**src/rtl/msb_bit_serializer.sv**
```systemverilog
`default_nettype none
// ============================================================================
// Module   : msb_bit_serializer
// Purpose  : Converts parallel words into an MSB-first serial bit stream with
//            start/end-of-frame markers. Intended to feed serial remainder
//            checkers that consume one bit per clock when out_valid is high
//            and clear their remainder on out_sof.
// Ports    : clk        - clock, all logic on posedge
//            reset      - synchronous active-high reset
//            in_valid   - upstream word valid
//            in_ready   - block can accept a word this cycle (from state only)
//            in_data    - word; only the low in_len bits are sent
//            in_len     - number of bits to send, clamped to WIDTH
//            out_bit    - serial data, MSB of the selected field first
//            out_valid  - out_bit is a live bit this cycle
//            out_sof    - first bit of a frame
//            out_eof    - last bit of a frame
//            busy       - block is not idle
// Revision : 1.0  initial release
// ============================================================================
module msb_bit_serializer #(
  parameter int WIDTH = 8,
  parameter int GAP   = 0,
  parameter int LW    = $clog2(WIDTH + 1)
) (
  input  logic             clk,
  input  logic             reset,
  input  logic             in_valid,
  output logic             in_ready,
  input  logic [WIDTH-1:0] in_data,
  input  logic [LW-1:0]    in_len,
  output logic             out_bit,
  output logic             out_valid,
  output logic             out_sof,
  output logic             out_eof,
  output logic             busy
);

  localparam int            GW        = (GAP > 0) ? $clog2(GAP + 1) : 1;
  localparam logic [LW-1:0] C_WIDTH_L = LW'(WIDTH);
  localparam logic [GW-1:0] C_GAP_L   = GW'(GAP);
  localparam bit            C_B2B     = (GAP == 0);

  typedef enum logic [1:0] {
    S_IDLE  = 2'd0,
    S_SHIFT = 2'd1,
    S_GAP   = 2'd2
  } state_t;

  state_t             r_state, w_state;
  logic [WIDTH-1:0]   r_shift, w_shift;      // bits still to be shown, left-aligned
  logic [LW-1:0]      r_bits_left, w_bits_left; // includes the bit currently shown
  logic [GW-1:0]      r_gap_cnt, w_gap_cnt;
  logic               r_bit, w_bit;
  logic               r_valid, w_valid;
  logic               r_sof, w_sof;
  logic               r_eof, w_eof;

  logic [LW-1:0]      w_eff_len;
  logic [WIDTH-1:0]   w_aligned;
  logic               w_last;
  logic               w_accept;
  logic               w_load;

  assign w_eff_len = (in_len > C_WIDTH_L) ? C_WIDTH_L : in_len;
  assign w_aligned = in_data << (C_WIDTH_L - w_eff_len);

  // The bit on the outputs is the frame's last one.
  assign w_last    = (r_state == S_SHIFT) && (r_bits_left == LW'(1));

  assign in_ready  = (r_state == S_IDLE) || (C_B2B && w_last);
  assign w_accept  = in_valid && in_ready;
  // Zero-length words are accepted but never start a frame.
  assign w_load    = w_accept && (w_eff_len != '0);

  always_comb begin
    w_state     = r_state;
    w_shift     = r_shift;
    w_bits_left = r_bits_left;
    w_gap_cnt   = r_gap_cnt;
    w_bit       = 1'b0;
    w_valid     = 1'b0;
    w_sof       = 1'b0;
    w_eof       = 1'b0;

    if (w_load) begin
      // Present the first bit right away so sof appears the cycle after accept.
      w_state     = S_SHIFT;
      w_bit       = w_aligned[WIDTH-1];
      w_shift     = w_aligned << 1;
      w_bits_left = w_eff_len;
      w_valid     = 1'b1;
      w_sof       = 1'b1;
      w_eof       = (w_eff_len == LW'(1));
    end else begin
      case (r_state)
        S_IDLE: begin
          w_state = S_IDLE;
        end
        S_SHIFT: begin
          if (!w_last) begin
            w_bit       = r_shift[WIDTH-1];
            w_shift     = r_shift << 1;
            w_bits_left = r_bits_left - LW'(1);
            w_valid     = 1'b1;
            w_eof       = (r_bits_left == LW'(2));
          end else if (C_B2B) begin
            w_state     = S_IDLE;
            w_bits_left = '0;
          end else begin
            w_state     = S_GAP;
            w_bits_left = '0;
            w_gap_cnt   = C_GAP_L;
          end
        end
        S_GAP: begin
          if (r_gap_cnt <= GW'(1)) begin
            w_state   = S_IDLE;
            w_gap_cnt = '0;
          end else begin
            w_gap_cnt = r_gap_cnt - GW'(1);
          end
        end
        default: begin
          w_state = S_IDLE;
        end
      endcase
    end
  end

  always_ff @(posedge clk) begin
    if (reset) begin
      r_state     <= S_IDLE;
      r_shift     <= '0;
      r_bits_left <= '0;
      r_gap_cnt   <= '0;
      r_bit       <= 1'b0;
      r_valid     <= 1'b0;
      r_sof       <= 1'b0;
      r_eof       <= 1'b0;
    end else begin
      r_state     <= w_state;
      r_shift     <= w_shift;
      r_bits_left <= w_bits_left;
      r_gap_cnt   <= w_gap_cnt;
      r_bit       <= w_bit;
      r_valid     <= w_valid;
      r_sof       <= w_sof;
      r_eof       <= w_eof;
    end
  end

  assign out_bit   = r_bit;
  assign out_valid = r_valid;
  assign out_sof   = r_sof;
  assign out_eof   = r_eof;
  assign busy      = (r_state != S_IDLE);

endmodule
`default_nettype wire

```
**config.mk**
```make
export PLATFORM = sky130hd
export DESIGN_NAME = msb_bit_serializer
export DESIGN_NICKNAME = d
export VERILOG_FILES = /design/src/rtl/msb_bit_serializer.sv
export SDC_FILE = /design/constraint.sdc
export NUM_CORES = 1
export LEC_CHECK = 0
export BUFFER_PORTS_ARGS = -buffer_cell sky130_fd_sc_hd__buf_2
export CAP_MARGIN = 20
export CORE_MARGIN = 1.5
export CORE_UTILIZATION = 55
export DETAILED_ROUTE_END_ITERATION = 7
export PLACE_DENSITY = 0.75
export SLEW_MARGIN = 20
export SYNTH_ARGS = -nofsm -noshare
export SYNTH_HDL_FRONTEND = slang
export SYNTH_SLANG_ARGS = --single-unit
```
**constraint.sdc**
```tcl
create_clock -name clk -period 6 [get_ports clk]
set_clock_uncertainty 0.1 [all_clocks]
set_input_delay 0.6 -clock clk [delete_from_list [all_inputs] [get_ports clk]]
set_output_delay 0.6 -clock clk [all_outputs]
set_load 0.05 [all_outputs]
```
==> impl_metrics.env <==
export IMPL_start_kind="input pin"
export IMPL_place_congestion=0.930
export IMPL_power_switching_uw=108
export IMPL_internal_power_uw=193
export IMPL_period_needed_ps=3070
export IMPL_hold_viol_final=0
export IMPL_netlist_top_cell_by_area="dfxtp_1"
export IMPL_drtIter0Drc=44
export IMPL_syn_to_final_growth_pct=10.2
export IMPL_mostFrequentLayoutCell="buf_2"
export IMPL_clk_latency_ps=290
export IMPL_die_width_um=49.5
export IMPL_routed_wl_um=2670
export IMPL_syn_inst=147
export IMPL_hold_buffers=0
export IMPL_cp_end_kind="flip-flop"
export IMPL_grt_antenna_before_repair=0
export IMPL_antenna_cells=0
export IMPL_rsz0062_at_grt="false"
export IMPL_relSlewSlack_pct=47.1
export IMPL_ir_drop_mv=0.121
export IMPL_crit_chain="buf_2 -> nor2b_1 -> inv_1 -> ha_1 -> o21ai_0 -> nand4_1 -> or3_1 -> a221oi_2"
export IMPL_initial_core_util_pct=59.4
export IMPL_ys_top_cells_by_area="dfxtp_1, ha_1, nor2_1, o21ai_0, nand2_1"
export IMPL_track_usage_pct=22.9
export IMPL_finalSetupViolCount=0
export IMPL_die_h_um=49.5
export IMPL_cts_sinks=16
export IMPL_r2r_start="r_bits_left[0]"
export IMPL_cp_slowest_stage_delay_ps=630
export IMPL_n_fill_cell=197
export IMPL_yosysSeqAreaShare_pct=26.9
export IMPL_cts_htree_levels=1
export IMPL_arrival_ps=3190
export IMPL_hp_start="r_shift[2]"
export IMPL_io_buffers=20
export IMPL_finalCritPeriodShare_pct=51.2
export IMPL_worst_path_max_delay_cell="nor2b_1"
export IMPL_power_uw=301
export IMPL_slew_violations=0
export IMPL_crit_type="in -> reg"
export IMPL_min_path_type="reg -> reg"
export IMPL_dpl_hpwl_um=2020
export IMPL_worst_slack_ps=2930
export IMPL_post_drt_wl_per_cell_um=14.1
export IMPL_vias_per_cell=6.05
export IMPL_p_leak_nw=0.527
export IMPL_yosys_register_bits=16
export IMPL_cp_top_family="simple AND/OR/NAND/NOR gates"
export IMPL_p_clk_share_pct=24.3
export IMPL_drive_above_1_share_pct=21.0
export IMPL_dp_worst_setup_slack_ps=2640
export IMPL_clock_path_buffers=2
export IMPL_coreArea_sq_um=2000
export IMPL_worstSetupStartpoint="in_len[3]"
export IMPL_swShare_pct=35.8
export IMPL_worstPathMaxFanout=11
export IMPL_detail_route_antenna_nets=0
export IMPL_grt_max_degree=18
export IMPL_cts_buffers=3
export IMPL_pwr_share_seq_pct=42.0
export IMPL_yosys_most_used_dff="dfxtp_1"
export IMPL_max_cap_viol_count=0
export IMPL_drc=0
export IMPL_power_density_nw_per_um2=230
export IMPL_layout_nets=183
export IMPL_outcome="complete, no violations"
export IMPL_grt_pass1_wl_um=4340
export IMPL_tightest_slew_ps=792
export IMPL_via_count=1143
export IMPL_clock_fmax_ghz=0.326
export IMPL_grt_pass1_vias=973
export IMPL_power_frac_comb_pct=33.7
export IMPL_firstDrtPassIters=4
export IMPL_crit_required_ps=6120
export IMPL_ys_warn_count=0
export IMPL_final_seq_area_sq_um=320
export IMPL_multi_input_area_sq_um=779
export IMPL_layout_common_cells="buf_2, dfxtp_1, nor2_1"
export IMPL_post_cts_setup_buffers=0
export IMPL_cts_tree="yes"
export IMPL_synth_async_reset_ratio_pct=0
export IMPL_synth_edf_count=0
export IMPL_yosys_area_top_type_share_pct=26.9
export IMPL_ioPinCount=21
export IMPL_synthDistinctLibCells=46
export IMPL_syn_avg_cell_area_sq_um=8.09
export IMPL_row_count=16
export IMPL_dieArea_sq_um=2450
export IMPL_setup_tns_ps=0
export IMPL_grt_overflow=0
export IMPL_synth_nets=167
export IMPL_crit_buf_inv=2
export IMPL_root_buffer="clkbuf_4"
export IMPL_clk_pin_slew_ps=100
export IMPL_cts_resized=0
export IMPL_synth_area_sq_um=1190
==> logic make-up (layout without fill, tap and decap cells) <==
| logic type | after synthesis | in the layout | synth area share (%) |
|---|---|---|---|
| AO/OA/AOI/OAI | 38 | 38 | 24.8 |
| XOR/XNOR | 3 | 3 | 2.21 |
| adder cells (fa/ha/maj) | 5 | 5 | 5.26 |
| buffers and inverters | 20 | 35 | 7.57 |
| flip-flops | 16 | 16 | 26.9 |
| multiplexers | 8 | 8 | 8.10 |
| AND/OR/NAND/NOR | 57 | 57 | 25.1 |
==> tightest hold or removal path, cell delays in order, from the launching register on <==
cell      delay (ps)
dfxtp_1          320
inv_1             60
a221oi_2          50
==> path summary, 6_finish.rpt <==
path / endpoint / depth (start not counted) / slack [ps]
setup / recovery: r_shift[2] / 8 / 2930
hold reg to reg: r_shift[2] / 2 / 370
setup reg to reg: r_bits_left[0] / 6 / 3720
hold / removal: r_shift[2] / 2 / 370
==> through the flow <==
step                      area [sq um]  hold WS (ps)  cells  util [%]
after floorplan                   1190           329    147         -
after global placement            1270           348    185      63.7
after detailed placement          1270           351    185      63.7
after CTS                         1310           365    189      65.5
after global routing              1310           382    189      65.5
final                             1310           369    189      65.5
==> routing by layer <==
layer  global-route usage (%)  routed length [um]  vias up
met2                     37.4                1210       46
met4                     8.80                  63        0
li1                         -                   -      566
met5                        0                   0        -
met3                     3.94                 191        9
met1                     30.1                1210      522
==> cells in the mapped netlist, types with 2 or more instances <==
master,number
inv_1,11
nor2b_1,3
xor2_1,2
a32oi_1,2
mux2i_1,4
nor3_1,5
o21ai_0,9
nand4_1,3
o32ai_1,2
nor2_1,14
nand3_1,7
a21oi_1,8
mux2_2,3
o211ai_1,3
a221oi_1,3
or3_1,2
dfxtp_1,16
a22o_1,2
nand2_1,12
buf_2,6
ha_1,5
==> layout make-up <==
cell class / count / area share (%)
clock buffer: 4 / 2.77
inverter: 11 / 3.15
multi-input combinational: 111 / 59.4
sequential: 16 / 24.4
tap: 27 / 2.58
timing repair buffer: 20 / 7.63
==> power by group through the flow <==
stage                     Combinational, mW  Sequential, mW  Clock [mW]
final                                 0.102           0.127      0.0732
after floorplan                      0.0748           0.133           0
after detailed placement              0.100           0.129           0
after global placement               0.0991           0.129           0
after CTS                             0.101           0.127      0.0735
after global routing                  0.112           0.128      0.0787
==> registers in the layout (all words and copies together), names as in the netlist <==
signal / count
r_state: 1
out_bit: 1
r_shift: 7
out_sof: 1
out_valid: 1
r_bits_left: 4
out_eof: 1
Power figures use the tool's default switching activity.
